**src/rtl/cfg_pkg.sv**
```systemverilog
// rtl/cfg_pkg.sv - build-wide configuration constants
package cfg_pkg;

  localparam int ENGINES_N = 4;

endpackage

```
**src/rtl/q_pkg.sv**
```systemverilog
// rtl/q_pkg.sv - shared types and helpers for the engine scheduler
package q_pkg;

  typedef enum logic {
    RUN   = 1'b0,
    DRAIN = 1'b1
  } sched_state_t;

  function automatic int popcount(input logic [31:0] v);
    int n;
    n = 0;
    for (int i = 0; i < 32; i++) begin
      if (v[i]) n++;
    end
    return n;
  endfunction

endpackage

```
**src/rtl/q_rr_arb.sv**
```systemverilog
// rtl/q_rr_arb.sv - combinational round-robin picker: first requester at or after ptr
module q_rr_arb #(
  parameter int N     = 4,
  parameter int PTR_W = (N > 1) ? $clog2(N) : 1
) (
  input  logic [N-1:0]     req,
  input  logic [PTR_W-1:0] ptr,
  output logic [N-1:0]     gnt
);

  logic [PTR_W-1:0] sel;
  logic             hit;

  // Descending scans leave the lowest matching index; the second scan handles wrap.
  always_comb begin
    gnt = '0;
    sel = '0;
    hit = 1'b0;
    for (int k = N - 1; k >= 0; k--) begin
      if (req[k] && (PTR_W'(k) >= ptr)) begin
        sel = PTR_W'(k);
        hit = 1'b1;
      end
    end
    if (!hit) begin
      for (int k = N - 1; k >= 0; k--) begin
        if (req[k]) begin
          sel = PTR_W'(k);
          hit = 1'b1;
        end
      end
    end
    if (hit) gnt[sel] = 1'b1;
  end

endmodule

```
**src/rtl/q_eng_sched.sv**
```systemverilog
// rtl/q_eng_sched.sv - round-robin command dispatcher over a pool of engines with flush/drain
module q_eng_sched
  import q_pkg::*;
#(
  parameter int ENGINES_N = cfg_pkg::ENGINES_N,
  parameter int CMD_W     = 32
) (
  input  logic                           clk,
  input  logic                           rst,
  input  logic                           cmd_vld,
  output logic                           cmd_rdy,
  input  logic [CMD_W-1:0]               cmd_data,
  input  logic                           flush,
  output logic [ENGINES_N-1:0]           eng_start,
  output logic [CMD_W-1:0]               eng_cmd,
  input  logic [ENGINES_N-1:0]           eng_done,
  output logic [ENGINES_N-1:0]           busy,
  output logic [$clog2(ENGINES_N+1)-1:0] busy_cnt,
  output logic                           drained,
  output logic                           err
);

  localparam int PTR_W = (ENGINES_N > 1) ? $clog2(ENGINES_N) : 1;
  localparam int CNT_W = $clog2(ENGINES_N + 1);

  sched_state_t         state;
  logic [PTR_W-1:0]     ptr;
  logic [PTR_W-1:0]     ptr_nxt;
  logic [ENGINES_N-1:0] gnt;
  logic                 accept;

  q_rr_arb #(
    .N     (ENGINES_N),
    .PTR_W (PTR_W)
  ) u_arb (
    .req (~busy),
    .ptr (ptr),
    .gnt (gnt)
  );

  // Arbitration sees only registered busy, so an engine freed this cycle waits a cycle.
  assign cmd_rdy  = !rst && (state == RUN) && !(&busy);
  assign accept   = cmd_vld && cmd_rdy;
  assign drained  = !rst && (state == DRAIN) && (busy == '0);
  assign busy_cnt = CNT_W'(popcount(32'(busy)));

  always_comb begin
    ptr_nxt = ptr;
    for (int k = 0; k < ENGINES_N; k++) begin
      if (gnt[k]) ptr_nxt = (k == ENGINES_N - 1) ? '0 : PTR_W'(k + 1);
    end
  end

  always_ff @(posedge clk) begin
    if (rst) begin
      state     <= RUN;
      ptr       <= '0;
      busy      <= '0;
      eng_start <= '0;
      eng_cmd   <= '0;
      err       <= 1'b0;
    end else begin
      eng_start <= accept ? gnt : '0;
      if (accept) begin
        eng_cmd <= cmd_data;
        ptr     <= ptr_nxt;
      end
      busy <= (busy & ~eng_done) | (accept ? gnt : '0);
      if (|(eng_done & ~busy)) err <= 1'b1;
      case (state)
        RUN:     if (flush) state <= DRAIN;
        DRAIN:   if (busy == '0) state <= RUN;
        default: state <= RUN;
      endcase
    end
  end

endmodule
```
**config.mk**
```make
export PLATFORM = sky130hd
export DESIGN_NAME = q_eng_sched
export DESIGN_NICKNAME = d
export VERILOG_FILES = /design/src/rtl/cfg_pkg.sv /design/src/rtl/q_pkg.sv /design/src/rtl/q_rr_arb.sv /design/src/rtl/q_eng_sched.sv
export SDC_FILE = /design/constraint.sdc
export NUM_CORES = 1
export LEC_CHECK = 0
export CAP_MARGIN = 40
export CORE_MARGIN = 5
export CORE_UTILIZATION = 40
export DETAILED_ROUTE_END_ITERATION = 7
export PLACE_DENSITY = 0.79
export SLEW_MARGIN = 5
export SYNTH_ARGS = -nofsm -noshare
export SYNTH_HDL_FRONTEND = slang
export SYNTH_SLANG_ARGS = --single-unit
export TNS_END_PERCENT = 30
```
**constraint.sdc**
```tcl
create_clock -name clk -period 2.1 [get_ports clk]
set_clock_uncertainty 0.1 [all_clocks]
set_input_delay 0.21 -clock clk [delete_from_list [all_inputs] [get_ports clk]]
set_output_delay 0.21 -clock clk [all_outputs]
set_load 0.005 [all_outputs]
```
==> metrics.md <==
| Metric | Value |
|---|---|
| Total power | 1690 uW |
| YS warnings | 0 |
| Number of iterations in the first detailed-routing pass | 4 |
| GP Congestion | roughly 0.82 |
| Area leader, netlist | dfxtp_1 |
| WL met2 | 2310 um |
| Syn-to-layout area delta | 59.4% |
| Met3 wire length | 423 um |
| Post-route DRC | 0 |
| Routed vias | 1751 |
| DRT antenna net count | 0 |
| Worst Path Buf+Inv | 3 |
| Critical path depth in cells | 7 |
| Tot GR Track Use | 0.157 |
| Top Ports | 86 |
| Tmin final | 2.09 ns |
| CP Capture Type | output pin |
| Die height | 77.4 um |
| Synth Flop Type | dfxtp_1 |
| Post-synth EDFFs | 0 |
| Wire per inst | 13.7 um |
| Crit path DAT | 1.78 ns |
| Effective utilization at floorplan | 0.415 |
| Startpoint Class | flop |
| Crit path max fanout | 4 |
| Cells after synthesis | 209 |
| # H-tree levels | 2 |
| Wl on met1 | just over 2000 um |
| Synthesized area | 0.00182 mm^2 |
| Vias in the first global route | 1636 |
| Ranking of synthesized cells by area | dfxtp_1 48%, nand2_1 14%, a21oi_1 9.9% |
| Largest delay share family, worst path | adder cells |
| Kind of critical path | reg -> out |
| Worst hold-check path type | reg -> reg |
| Total Die Area | 0.00600 mm^2 |
| Root Driver | clkbuf_8 |
| HPWL after DPL | 3640 um |
| Max Slew Vio Count | 0 |
| Inserted Diodes | 0 |
| Num Clock Sinks | 44 |
| Max Cap Viol | 0 |
| Row count | 24 |
| Crit share post-route | 0.994 |
| Post-synth top cells | 67 x nand2_1, 44 x dfxtp_1, 36 x a21oi_1 |
| Reg clk slew, reported paths | approximately 0.080 ns |
| Worst slew pin tran | 0.472 ns |
| Worst hold slack | ~0.35 ns |
| Setup-failing EPs final | 0 |
| CTS tree | built |
| RR Startpoint | busy[1] |
| Flops & latches, synth | 44 |
| Hold_sp | eng_cmd[27] |
| Critical path data required time | 1.79 ns |
| Largest net degree at the start of global routing | 23 |
| Final net count | 346 |
| Worst-Skew Late Latency | slightly below 0.3 ns |
| Worst VDD drop | 0.464 mV |
| # hold bufs at CTS | 0 |
| GR Overflow Total | 0 |
| Mean Syn Cell Area | approximately 8.7 um^2 |
| Post-synth top area share | 0.484 |
| R2R Path End | eng_cmd[17] |
| Die Span X | 77.4 um |
| Via density | 4.95 |
| Synth unique cells | 35 |
| Final setup TNS | 0 ns |
| First-pass GRT wire length | 7810 um |
| RSZ-0062 raised after global routing | true |
| Longest Clk Path Bufs | 2 |
| Post-Route WL | 4870 um |
| Total CTS buffers | 5 |
| Hold EP | eng_cmd[27] |
| CP max-delay cell | dfxtp_2 |
| Most frequent cell after synthesis | nand2_1 |
| R2R setup slack | 0.11 ns |
| Antenna violations before repair | 0 |
| P_leak | 0.00105 uW |
| Worst-case reg-to-reg path depth | 8 |
| Sequential share of the synthesized area | 0.484 |
| Max Used Layer | met4 |
| Crit-path max cell delay | between 0.3 and 0.4 ns |
| Power Dens Cells | roughly 580 mW/mm^2 |
| Share of cells above drive strength 1 | 0.162 |
| Ys async rst share | 0 |
| I/O Buffers | 85 |
| Starting DRT DRC Count | 46 |
| Core area | 0.00438 mm^2 |
| Slew margin rel. | 0.682 |
| Syn_nets | 253 |
| Final Hold Viols | 0 |
| Fmax | 479 MHz |
| Hold depth | 2 |
| Status | complete, no violations |
| Critical-path cell list | inv_2, buf_6, ha_2, a21oi_4, ha_4, mux2_2, clkbuf_2 |
[how the worst max path moves through the flow]
stage                  from     endpoint  slack, ns
global route        busy[0]  busy_cnt[1]      -0.04
finish              busy[0]  busy_cnt[1]       0.01
CTS                 busy[0]  busy_cnt[1]      -0.16
floorplan           busy[1]  busy_cnt[1]       0.24
global placement    busy[0]  busy_cnt[1]      -0.05
detailed placement  busy[1]  busy_cnt[1]       -0.1
[where the power goes]
part,internal (uW),switching (uW),leakage [uW]
logic,184,120,0.000648
clock network,225,266,0.0000400
registers,871,22.3,0.000360
[sequential cells by signal (all words and copies together), names as in the netlist]
signal	count
ptr	2
err	1
eng_cmd	32
state	1
busy	4
eng_start	4
[layout by cell type, fill, tap and decap left out, types with 2 or more instances in the layout]
| cell | count |
|---|---|
| a21o_1 | 2 |
| a21oi_1 | 35 |
| and3_4 | 2 |
| buf_4 | 10 |
| buf_6 | 4 |
| clkbuf_2 | 2 |
| clkbuf_8 | 5 |
| clkdlybuf4s50_1 | 81 |
| dfxtp_1 | 41 |
| dfxtp_2 | 3 |
| dlygate4sd2_1 | 2 |
| ha_2 | 2 |
| ha_4 | 2 |
| inv_1 | 3 |
| inv_2 | 2 |
| nand2_1 | 67 |
| nor2_1 | 7 |
| nor2_2 | 2 |
| nor3_2 | 2 |
| o21ai_0 | 2 |
| o32ai_1 | 2 |
[worst min-delay path: stages (launching register included)]
cell,delay [ns]
dfxtp_1,0.31
nand2_1,0.05
a21oi_1,0.05
[area by class of cell]
type	instances	area, um^2
fillers	394	1480
repair buffers	99	958
multi-input cells	147	892
flip-flops and latches	44	885
clock buffers	5	68.8
well taps	52	65.1
inverters	5	18.8
clock inverters	2	12.5
[metal layers]
layer / up-vias / track usage
met2: 67 / 0.260
met3: 7 / 0.0637
met4: 0 / 0.0498
met5: - / 0
met1: 789 / 0.186
li1: 888 / -
[per-stage QoR]
stage | std cells | area (um^2) | util | setup slack [ns]
after floorplan | 209 | 1820 | - | 0.238
after detailed placement | 346 | 2730 | 0.624 | -0.0988
after CTS | 353 | 2840 | 0.647 | -0.156
after global placement | 346 | 2730 | 0.624 | -0.0463
after global routing | 354 | 2900 | 0.662 | -0.0417
final | 354 | 2900 | 0.662 | 0.0131
[cell families (layout without fill, tap and decap cells)]
kind of cell               Yosys count  after routing  synth area share
xor gates and xnor gates             3              3            0.0144
adders and majority gates            4              4            0.0275
DFF                                 44             44             0.484
AOI/OAI and AO/OA                   50             50             0.175
and+or+nand+nor                     89             89             0.228
buffers and inverters               18            111            0.0646
muxes                                1              1           0.00619
[repair_timing]
item                       in CTS  in global routing
pin swaps                       1                  7
setup endpoints to repair       4                 34
setup buffers                   0                  1
gates resized for setup        10                 18
Power figures use the tool's default switching activity.
